--- src/rtl/irq_ctrl_if.sv ---
// Interrupt controller bus: raw lines, mask and eret go into the controller;
// the request pulse, cause, busy flag and pending status come back out.
interface irq_ctrl_if #(
    parameter int N_SRC = 4
);
    logic [N_SRC-1:0] irq_raw;
    logic [N_SRC-1:0] irq_mask;
    logic             eret;
    logic             ir_in;
    logic [2:0]       irq_cause;
    logic             irq_busy;
    logic [N_SRC-1:0] irq_pending;

    // Pipeline / exception-stage side
    modport master (
        output irq_raw, irq_mask, eret,
        input  ir_in, irq_cause, irq_busy, irq_pending
    );

    // Interrupt controller side
    modport slave (
        input  irq_raw, irq_mask, eret,
        output ir_in, irq_cause, irq_busy, irq_pending
    );
endinterface

--- src/rtl/irq_ctrl.sv ---
// irq_ctrl: synchronizes N_SRC raw interrupt lines, latches rising edges into
// pending bits and dispatches the lowest-index enabled one to the exception
// stage as a one-cycle ir_in pulse, then waits for eret.
// Optional macro IRQ_DEBOUNCE_EN adds a per-source 16-bit debounce counter
// (threshold DB_CYCLES) between the synchronizer and the edge detector.
// Reset rst is asynchronous and active-low.
module irq_ctrl #(
    parameter int          N_SRC     = 4,
    parameter logic [15:0] DB_CYCLES = 16'd50000
) (
    input  logic      clk,
    input  logic      rst,
    irq_ctrl_if.slave bus
);

    typedef enum logic [1:0] {
        ST_IDLE    = 2'd0,
        ST_REQ     = 2'd1,
        ST_SERVICE = 2'd2
    } state_t;

    // Illegal parameter values elaborate a named marker scope that shows up in
    // the hierarchy of any tool report.
    if (N_SRC < 2 || N_SRC > 8 || DB_CYCLES < 16'd2) begin : g_param_out_of_range
    end

    logic [N_SRC-1:0] sync1_q;
    logic [N_SRC-1:0] sync2_q;
    logic [N_SRC-1:0] level;
    logic [N_SRC-1:0] hist_q;
    logic [N_SRC-1:0] rise;
    logic [N_SRC-1:0] pending_q;
    logic [N_SRC-1:0] pending_d;
    logic [N_SRC-1:0] clr_vec;
    logic [N_SRC-1:0] eligible;
    logic [2:0]       settle_q;
    logic             settled;
    logic [2:0]       first_idx;

    state_t     state_q;
    state_t     state_d;
    logic [2:0] cause_q;
    logic [2:0] cause_d;
    logic       ir_in_q;
    logic       ir_in_d;
    logic       busy_q;
    logic       busy_d;

    // Two-flop synchronizer on every raw line
    always_ff @(posedge clk or negedge rst) begin
        if (!rst) begin
            sync1_q <= '0;
            sync2_q <= '0;
        end else begin
            sync1_q <= bus.irq_raw;
            sync2_q <= sync1_q;
        end
    end

    // Start-up settling: edges are ignored until the synchronizer (and the
    // debouncer, when built) hold a real sample, so a line already high at
    // reset release is taken as the initial level rather than as an edge.
    always_ff @(posedge clk or negedge rst) begin
        if (!rst) begin
            settle_q <= 3'd0;
        end else if (settle_q != 3'd4) begin
            settle_q <= settle_q + 3'd1;
        end
    end

    assign settled = (settle_q == 3'd4);

`ifdef IRQ_DEBOUNCE_EN
    for (genvar gi = 0; gi < N_SRC; gi++) begin : g_db
        logic [15:0] cnt_q;
        logic        db_q;

        // Debounce: follow the synchronized level only after it has differed
        // for DB_CYCLES consecutive cycles; before settling, copy it directly.
        always_ff @(posedge clk or negedge rst) begin
            if (!rst) begin
                cnt_q <= '0;
                db_q  <= 1'b0;
            end else if (!settled) begin
                cnt_q <= '0;
                db_q  <= sync2_q[gi];
            end else if (sync2_q[gi] != db_q) begin
                if (cnt_q == DB_CYCLES - 16'd1) begin
                    cnt_q <= '0;
                    db_q  <= sync2_q[gi];
                end else begin
                    cnt_q <= cnt_q + 16'd1;
                end
            end else begin
                cnt_q <= '0;
            end
        end

        assign level[gi] = db_q;
    end
`else
    assign level = sync2_q;
`endif

    // Edge history of the conditioned level
    always_ff @(posedge clk or negedge rst) begin
        if (!rst) begin
            hist_q <= '0;
        end else begin
            hist_q <= level;
        end
    end

    assign rise      = level & ~hist_q & {N_SRC{settled}};
    // A new edge wins over the dispatch clear of the same bit.
    assign pending_d = (pending_q & ~clr_vec) | rise;
    assign eligible  = pending_q & bus.irq_mask;

    // Pending bits: set by edges, cleared only by dispatch
    always_ff @(posedge clk or negedge rst) begin
        if (!rst) begin
            pending_q <= '0;
        end else begin
            pending_q <= pending_d;
        end
    end

    // Fixed priority: lowest eligible index
    always_comb begin
        first_idx = 3'd0;
        for (int i = N_SRC - 1; i >= 0; i--) begin
            if (eligible[i]) begin
                first_idx = 3'(i);
            end
        end
    end

    // FSM state and registered outputs
    always_ff @(posedge clk or negedge rst) begin
        if (!rst) begin
            state_q <= ST_IDLE;
            cause_q <= 3'd0;
            ir_in_q <= 1'b0;
            busy_q  <= 1'b0;
        end else begin
            state_q <= state_d;
            cause_q <= cause_d;
            ir_in_q <= ir_in_d;
            busy_q  <= busy_d;
        end
    end

    // FSM next state
    always_comb begin
        state_d = state_q;
        case (state_q)
            ST_IDLE:    if (|eligible) state_d = ST_REQ;
            ST_REQ:     state_d = ST_SERVICE;
            ST_SERVICE: if (bus.eret) state_d = ST_IDLE;
            default:    state_d = ST_IDLE;
        endcase
    end

    // FSM outputs: cause latch, request pulse, busy flag, pending clear
    always_comb begin
        cause_d = cause_q;
        ir_in_d = 1'b0;
        busy_d  = busy_q;
        clr_vec = '0;
        case (state_q)
            ST_IDLE: begin
                if (|eligible) cause_d = first_idx;
            end
            ST_REQ: begin
                ir_in_d = 1'b1;
                busy_d  = 1'b1;
                clr_vec = {{(N_SRC - 1){1'b0}}, 1'b1} << cause_q;
            end
            ST_SERVICE: begin
                if (bus.eret) busy_d = 1'b0;
            end
            default: begin
                busy_d = 1'b0;
            end
        endcase
    end

    assign bus.ir_in       = ir_in_q;
    assign bus.irq_cause   = cause_q;
    assign bus.irq_busy    = busy_q;
    assign bus.irq_pending = pending_q;

endmodule
--- src/flat_wrapper.sv ---
// flat-port wrapper written by rule: the top's interface ports become plain ports
module irq_ctrl_flat 
#(
    parameter int          N_SRC     = 4,
    parameter logic [15:0] DB_CYCLES = 16'd50000
)
  (clk, rst, bus_irq_raw, bus_irq_mask, bus_eret, bus_ir_in, bus_irq_cause, bus_irq_busy, bus_irq_pending);
  irq_ctrl_if #(.N_SRC(N_SRC)) bus_i ();
  input  logic clk;
  input  logic rst;
  input wire logic [$bits(bus_i.irq_raw)-1:0] bus_irq_raw;
  input wire logic [$bits(bus_i.irq_mask)-1:0] bus_irq_mask;
  input wire logic [$bits(bus_i.eret)-1:0] bus_eret;
  output wire logic [$bits(bus_i.ir_in)-1:0] bus_ir_in;
  output wire logic [$bits(bus_i.irq_cause)-1:0] bus_irq_cause;
  output wire logic [$bits(bus_i.irq_busy)-1:0] bus_irq_busy;
  output wire logic [$bits(bus_i.irq_pending)-1:0] bus_irq_pending;
  assign bus_i.irq_raw = bus_irq_raw;
  assign bus_i.irq_mask = bus_irq_mask;
  assign bus_i.eret = bus_eret;
  assign bus_ir_in = bus_i.ir_in;
  assign bus_irq_cause = bus_i.irq_cause;
  assign bus_irq_busy = bus_i.irq_busy;
  assign bus_irq_pending = bus_i.irq_pending;
  irq_ctrl #(.N_SRC(N_SRC), .DB_CYCLES(DB_CYCLES)) u_core (.clk(clk), .rst(rst), .bus(bus_i));
endmodule
--- config.mk ---
export PLATFORM = sky130hd
export DESIGN_NAME = irq_ctrl_flat
export DESIGN_NICKNAME = d
export VERILOG_FILES = /design/src/rtl/irq_ctrl_if.sv /design/src/rtl/irq_ctrl.sv /design/src/flat_wrapper.sv
export SDC_FILE = /design/constraint.sdc
export NUM_CORES = 1
export LEC_CHECK = 0
export BUFFER_PORTS_ARGS = -buffer_cell sky130_fd_sc_hd__buf_4
export CORE_UTILIZATION = 50
export CTS_CLUSTER_SIZE = 40
export DETAILED_ROUTE_END_ITERATION = 8
export PLACE_DENSITY = 0.83
export SLEW_MARGIN = 20
export SYNTH_ARGS = -nofsm -noshare
export SYNTH_HDL_FRONTEND = slang
export SYNTH_SLANG_ARGS = --single-unit
--- constraint.sdc ---
create_clock -name clk -period 1.25 [get_ports clk]
set_clock_uncertainty 0.05 [all_clocks]
set_input_delay 0.125 -clock clk [delete_from_list [all_inputs] [get_ports clk]]
set_output_delay 0.125 -clock clk [all_outputs]
set_load 0.005 [all_outputs]
**Word level (Yosys, flattened, before mapping)**

Cells that the tools add are included.

- Flip-flop bits (word level): 26
- Bits of input ports: 11

- Add/subtract/negate cells: 1
- Eq/ne operators: 6
- Shift operators: 1
- Muxes and demuxes: 11
- Bitwise logic cells: 8
- Reductions and logical operators: 5

Operators with widths:

| kind | count |
|---|---|
| $and A4 B4 Y4 | 4 |
| $mux W3 | 3 |
| $not A4 Y4 | 2 |
| $mux W2 | 3 |
| $pmux W2 S3 | 1 |
| $reduce_and A2 Y1 | 3 |
| $mux W4 | 1 |
| $or A4 B4 Y4 | 1 |
| $reduce_or A4 Y1 | 1 |
| $shl A1 B3 Y4 const A | 1 |
| $add A3 B1 Y3 const B | 1 |
| $eq A3 B3 Y1 const B | 1 |
| $ne A3 B3 Y1 const B | 1 |
| $pmux W1 S3 | 1 |
| $eq A2 B1 Y1 const B | 1 |
| $eq A2 B2 Y1 const B | 1 |
| $logic_not A2 Y1 | 1 |
| $mux W1 | 2 |
| $ne A2 B1 Y1 const B | 1 |
| $ne A2 B2 Y1 const B | 1 |
| $not A1 Y1 | 1 |

**Logic depth before layout (Yosys ltp)**

- Depth after elaboration: 5
- Mapped depth: 5
- Gate-level depth less buffers: 5

**Worst setup path after synthesis**

OpenSTA, ideal clock, no wires.

- Kind: register to register
- From: register u_core.settle_q[0]
- To: register u_core.pending_q[3], in the netlist u_core.bus.irq_pending[3]
- Library setup time: 0.064 ns
- Arrival: 1.018 ns
- Data required time: 1.136 ns
- Path slack: 0.118 ns
- Stages on the path, launching flop included: 6
- Buffers on the path: 0
- Period minus slack after synthesis: 1.132 ns
- Cells stage by stage: dfrtp_1 -> inv_1 -> ha_1 -> nand2_1 -> nor3b_1 -> a21o_1

- Word-level cells in the longest chain between the ends: 3

RTL lines:

| item | line | RTL |
|---|---|---|
| from (decl) | irq_ctrl.sv:36 | `logic [2:0] settle_q;` |
| from (signal assigned) | irq_ctrl.sv:67 | `settle_q <= settle_q + 3'd1;` |
| $eq A3 B3 Y1 | irq_ctrl.sv:71 | `assign settled = (settle_q == 3'd4);` |
| $and A4 B4 Y4 | irq_ctrl.sv:114 | `assign rise = level & ~hist_q & {N_SRC{settled}};` |
| $or A4 B4 Y4 | irq_ctrl.sv:116 | `assign pending_d = (pending_q & ~clr_vec) \| rise;` |
| via u_core.pending_d[3] | irq_ctrl.sv:33 | `logic [N_SRC-1:0] pending_d;` |
| to (signal assigned) | irq_ctrl.sv:124 | `pending_q <= pending_d;` |
| to (decl) | irq_ctrl.sv:32 | `logic [N_SRC-1:0] pending_q;` |

The timed path passes the listed nets, and every way through them passes these cells.
A chain may end at the register's enable or synchronous reset.

**Worst setup path after layout**

- From: register u_core.cause_q[0], in the netlist u_core.bus.irq_cause[0]
- To: output bus_irq_cause[0]

RTL lines:

| item | line | RTL |
|---|---|---|
| from (decl) | irq_ctrl.sv:42 | `logic [2:0] cause_q;` |
| from (signal assigned) | irq_ctrl.sv:147 | `cause_q <= cause_d;` |
| to (decl) | flat_wrapper.sv:15 | `output wire logic [$bits(bus_i.irq_cause)-1:0] bus_irq_cause;` |

No word-level cell between the ends.

==> impl_metrics.json <==
{
  "outcome": "complete, no violations",
  "antenna_found_initial": 0,
  "crit_buf_inv": 2,
  "rr_worst_depth": 5,
  "reg2reg_from": "u_core.settle_q[0]$_DFFE_PN0N_",
  "core-area_um2": 1730,
  "finalPower_mw": 2.14,
  "p_per_area_nw_per_um2": 1800,
  "hold_viol": 0,
  "synthTopCellsByArea": "dfrtp_1 (68%), a21o_1 (3.3%), nand2_1 (2.9%)",
  "grt_pass1_vias": 542,
  "setup_viol": 0,
  "n_fill_cell": 141,
  "wl_um": 1520,
  "grt.overflow.total": 0,
  "hold_depth": 3,
  "vias_per_cell": 4.83,
  "io_pins": 20,
  "r2r_slack_ns": 0.08,
  "grt_use_total_pct": 17.2,
  "crit_arrival_ns": 1.00,
  "drive_gt1_share_pct": 33.3,
  "synth_common_cells": "dfrtp_1 (25), nand2_1 (7), a21o_1 (4), nor2_1 (4)",
  "crit_family": "flip-flops",
  "drt_pass1_iterations": 4,
  "cts.htree.levels": 1,
  "routedWlPerCell_um": 12.2,
  "syn2layout_area_growth_pct": 29.1,
  "portBuffers": 18,
  "cpMaxStageDelayCell": "dfrtp_1",
  "crit_type": "flip-flop to output pin",
  "grt_max_degree": 26,
  "clock_path_buffers": 2,
  "hp-class": "input pin to flip-flop",
  "path_cells": "buf_4, buf_4",
  "synth-async-reset-ratio_pct": 100,
  "start_util_pct": 53.3,
  "die-area_um2": 2010,
  "cts_tree": "yes",
  "drtAntennaViolNets": 0,
  "cts.root.buffer_cell": "clkbuf_4",
  "yosysWarnings": 0,
  "drv_cap": 0,
  "fp.dieH_um": 44.9,
  "finalCriticalPeriod_ns": 1.18,
  "post-route-period-util_pct": 94.3,
  "cp_slowest_stage_delay_ns": 0.41,
  "yosysTopAreaCellShare_pct": 68.0,
  "layout.nets": 113,
  "clk_pin_slew_ns": 0.12,
  "numClockSinks": 25,
  "rsz0062_at_grt": "no",
  "synth_area_um2": 920,
  "ir_drop_uv": 1110,
  "r2r_end": "u_core.bus.irq_pending[2]$_DFF_PN0_",
  "netlist_instances": 71,
  "cp-end-kind": "output pin",
  "die_w_um": 44.9,
  "clock_latency_ns": 0.30,
  "slew_violations": 0,
  "drt_iter0_drc": 5,
  "grt_pass1_wl_um": 2370,
  "place_congestion": 0.870,
  "yosysTopAreaCell": "dfrtp_1",
  "hp-start": "bus_irq_mask[1]",
  "p_leak_nw": 0.556,
  "cp.required_ns": 1.08,
  "synth.most_common_cell": "dfrtp_1",
  "worst_hold_path.endpoint": "u_core.bus.irq_cause[0]$_DFFE_PN0P_",
  "stdcell_area_um2": 1190,
  "synth_edf_count": 0,
  "yosysSeqAreaShare_pct": 68.0,
  "synthFlopType": "dfrtp_1",
  "syn-num-nets": 84,
  "postLayoutCoreUtil_pct": 68.8,
  "synth.distinct_cells": 27,
  "diodes": 0,
  "drc": 0,
  "synth_seq_cells": 25,
  "avgSynthCellArea_um2": 13.0,
  "cts_made_buffers": 3,
  "post_dp_cell_area_um2": 1080,
  "clock.fmax_ghz": 0.848,
  "cp_max_fo": 6,
  "row_count": 15,
  "startpoint_type": "flip-flop",
  "cp_common_cell": "buf_4",
  "tns_ns": 0,
  "vias": 599,
  "dp_hpwl_um": 1110
}
[sequential cells by signal (all words and copies together), names as in the netlist]
register and count:
u_core.bus.irq_pending 4, u_core.hist_q 4, u_core.level 4, u_core.sync1_q 4
u_core.settle_q 3, u_core.bus.irq_cause 2, u_core.state_q 2, u_core.bus.ir_in 1
u_core.bus.irq_busy 1
[placed cells by master (no fill, tap or decap), types with 3 or more instances in the layout]
cell type and count:
clkbuf_4 3, nor2_1 4, a21o_1 4, dfrtp_1 25, buf_4 21, nand2_1 6
o21ai_0 3, dlygate4sd3_1 5
[how the worst max path moves through the flow]
| stage | from | end | cells after the start | slack [ns] |
|---|---|---|---|---|
| 5_1_grt | u_core.settle_q[0]$_DFFE_PN0N_ | u_core.bus.irq_pending[1]$_DFF_PN0_ | 5 | 0.002 |
| 2_1_floorplan | u_core.settle_q[0]$_DFFE_PN0N_ | u_core.bus.irq_pending[3]$_DFF_PN0_ | 5 | 0.12 |
| 4_1_cts | u_core.settle_q[0]$_DFFE_PN0N_ | u_core.bus.irq_pending[3]$_DFF_PN0_ | 5 | 0.004 |
| 3_5_place_dp | u_core.settle_q[0]$_DFFE_PN0N_ | u_core.bus.irq_pending[1]$_DFF_PN0_ | 5 | -0.05 |
| 3_3_place_gp | u_core.settle_q[0]$_DFFE_PN0N_ | u_core.bus.irq_pending[1]$_DFF_PN0_ | 5 | 0.07 |
| 6_report | u_core.bus.irq_cause[0]$_DFFE_PN0P_ | bus_irq_cause[0] | 2 | 0.07 |
[layout make-up]
class	count	area (um2)	area share [%]
Inverter	3	11.3	0.948
Sequential cell	25	626	52.7
Tap cell	25	31.3	2.63
Timing Repair Buffer	26	208	17.5
Clock buffer	3	22.5	1.90
Clock inverter	1	5.00	0.421
Multi-Input combinational cell	41	284	23.9
[worst register-to-register path, cell delays in order (launching register included)]
cell	delay (ns)
dfrtp_1	0.41
inv_2	0.08
ha_2	0.20
nand2_4	0.09
nor3b_1	0.19
a21o_1	0.11
[cells by family (layout without fill, tap and decap cells)]
logic type               after synthesis  after routing  synth area share [%]
AND/OR/NAND/NOR                       21             21                  12.2
flip-flops                            25             25                  68.0
multiplexers                           1              1                  1.09
XOR/XNOR                               1              1                 0.953
other                                  1              1                 0.408
AO/OA/AOI/OAI                         15             15                  11.3
adder cells (fa/ha/maj)                2              2                  2.72
buffers and inverters                  5             33                  3.27
[what timing repair did]
action                     CTS  global route
hold buffers                 5             0
gates resized for setup      2             5
hold endpoints to repair    29             0
setup endpoints to repair    3             6
buffers inserted             0             1
[power by group]
part / switching (mW) / internal, mW / total [mW] / leakage, nW
combinational: 0.287 / 0.409 / 0.696 / 0.250
sequential: 0.127 / 0.979 / 1.11 / 0.289
clock: 0.215 / 0.119 / 0.335 / 0.0177
[metrics by stage]
step	instances	worst slack [ns]	hold WS [ns]
6_report	124	0.0711	0.0366
3_5_place_dp	114	-0.0483	-0.0120
4_1_cts	123	0.00434	0.0341
5_1_grt	124	0.00240	0.0451
2_1_floorplan	71	0.118	-0.221
3_3_place_gp	114	0.0662	-0.0143
[layer usage]
layer | part of all wire, % | track usage (%) | vias up
li1 | - | - | 296
met1 | 44 | 21.8 | 280
met2 | 48 | 27.1 | 19
met3 | 4.7 | 3.60 | 4
met4 | 2.6 | 10.9 | 0
met5 | 0 | 0 | -
No activity file was read; power rests on OpenSTA's default activity.
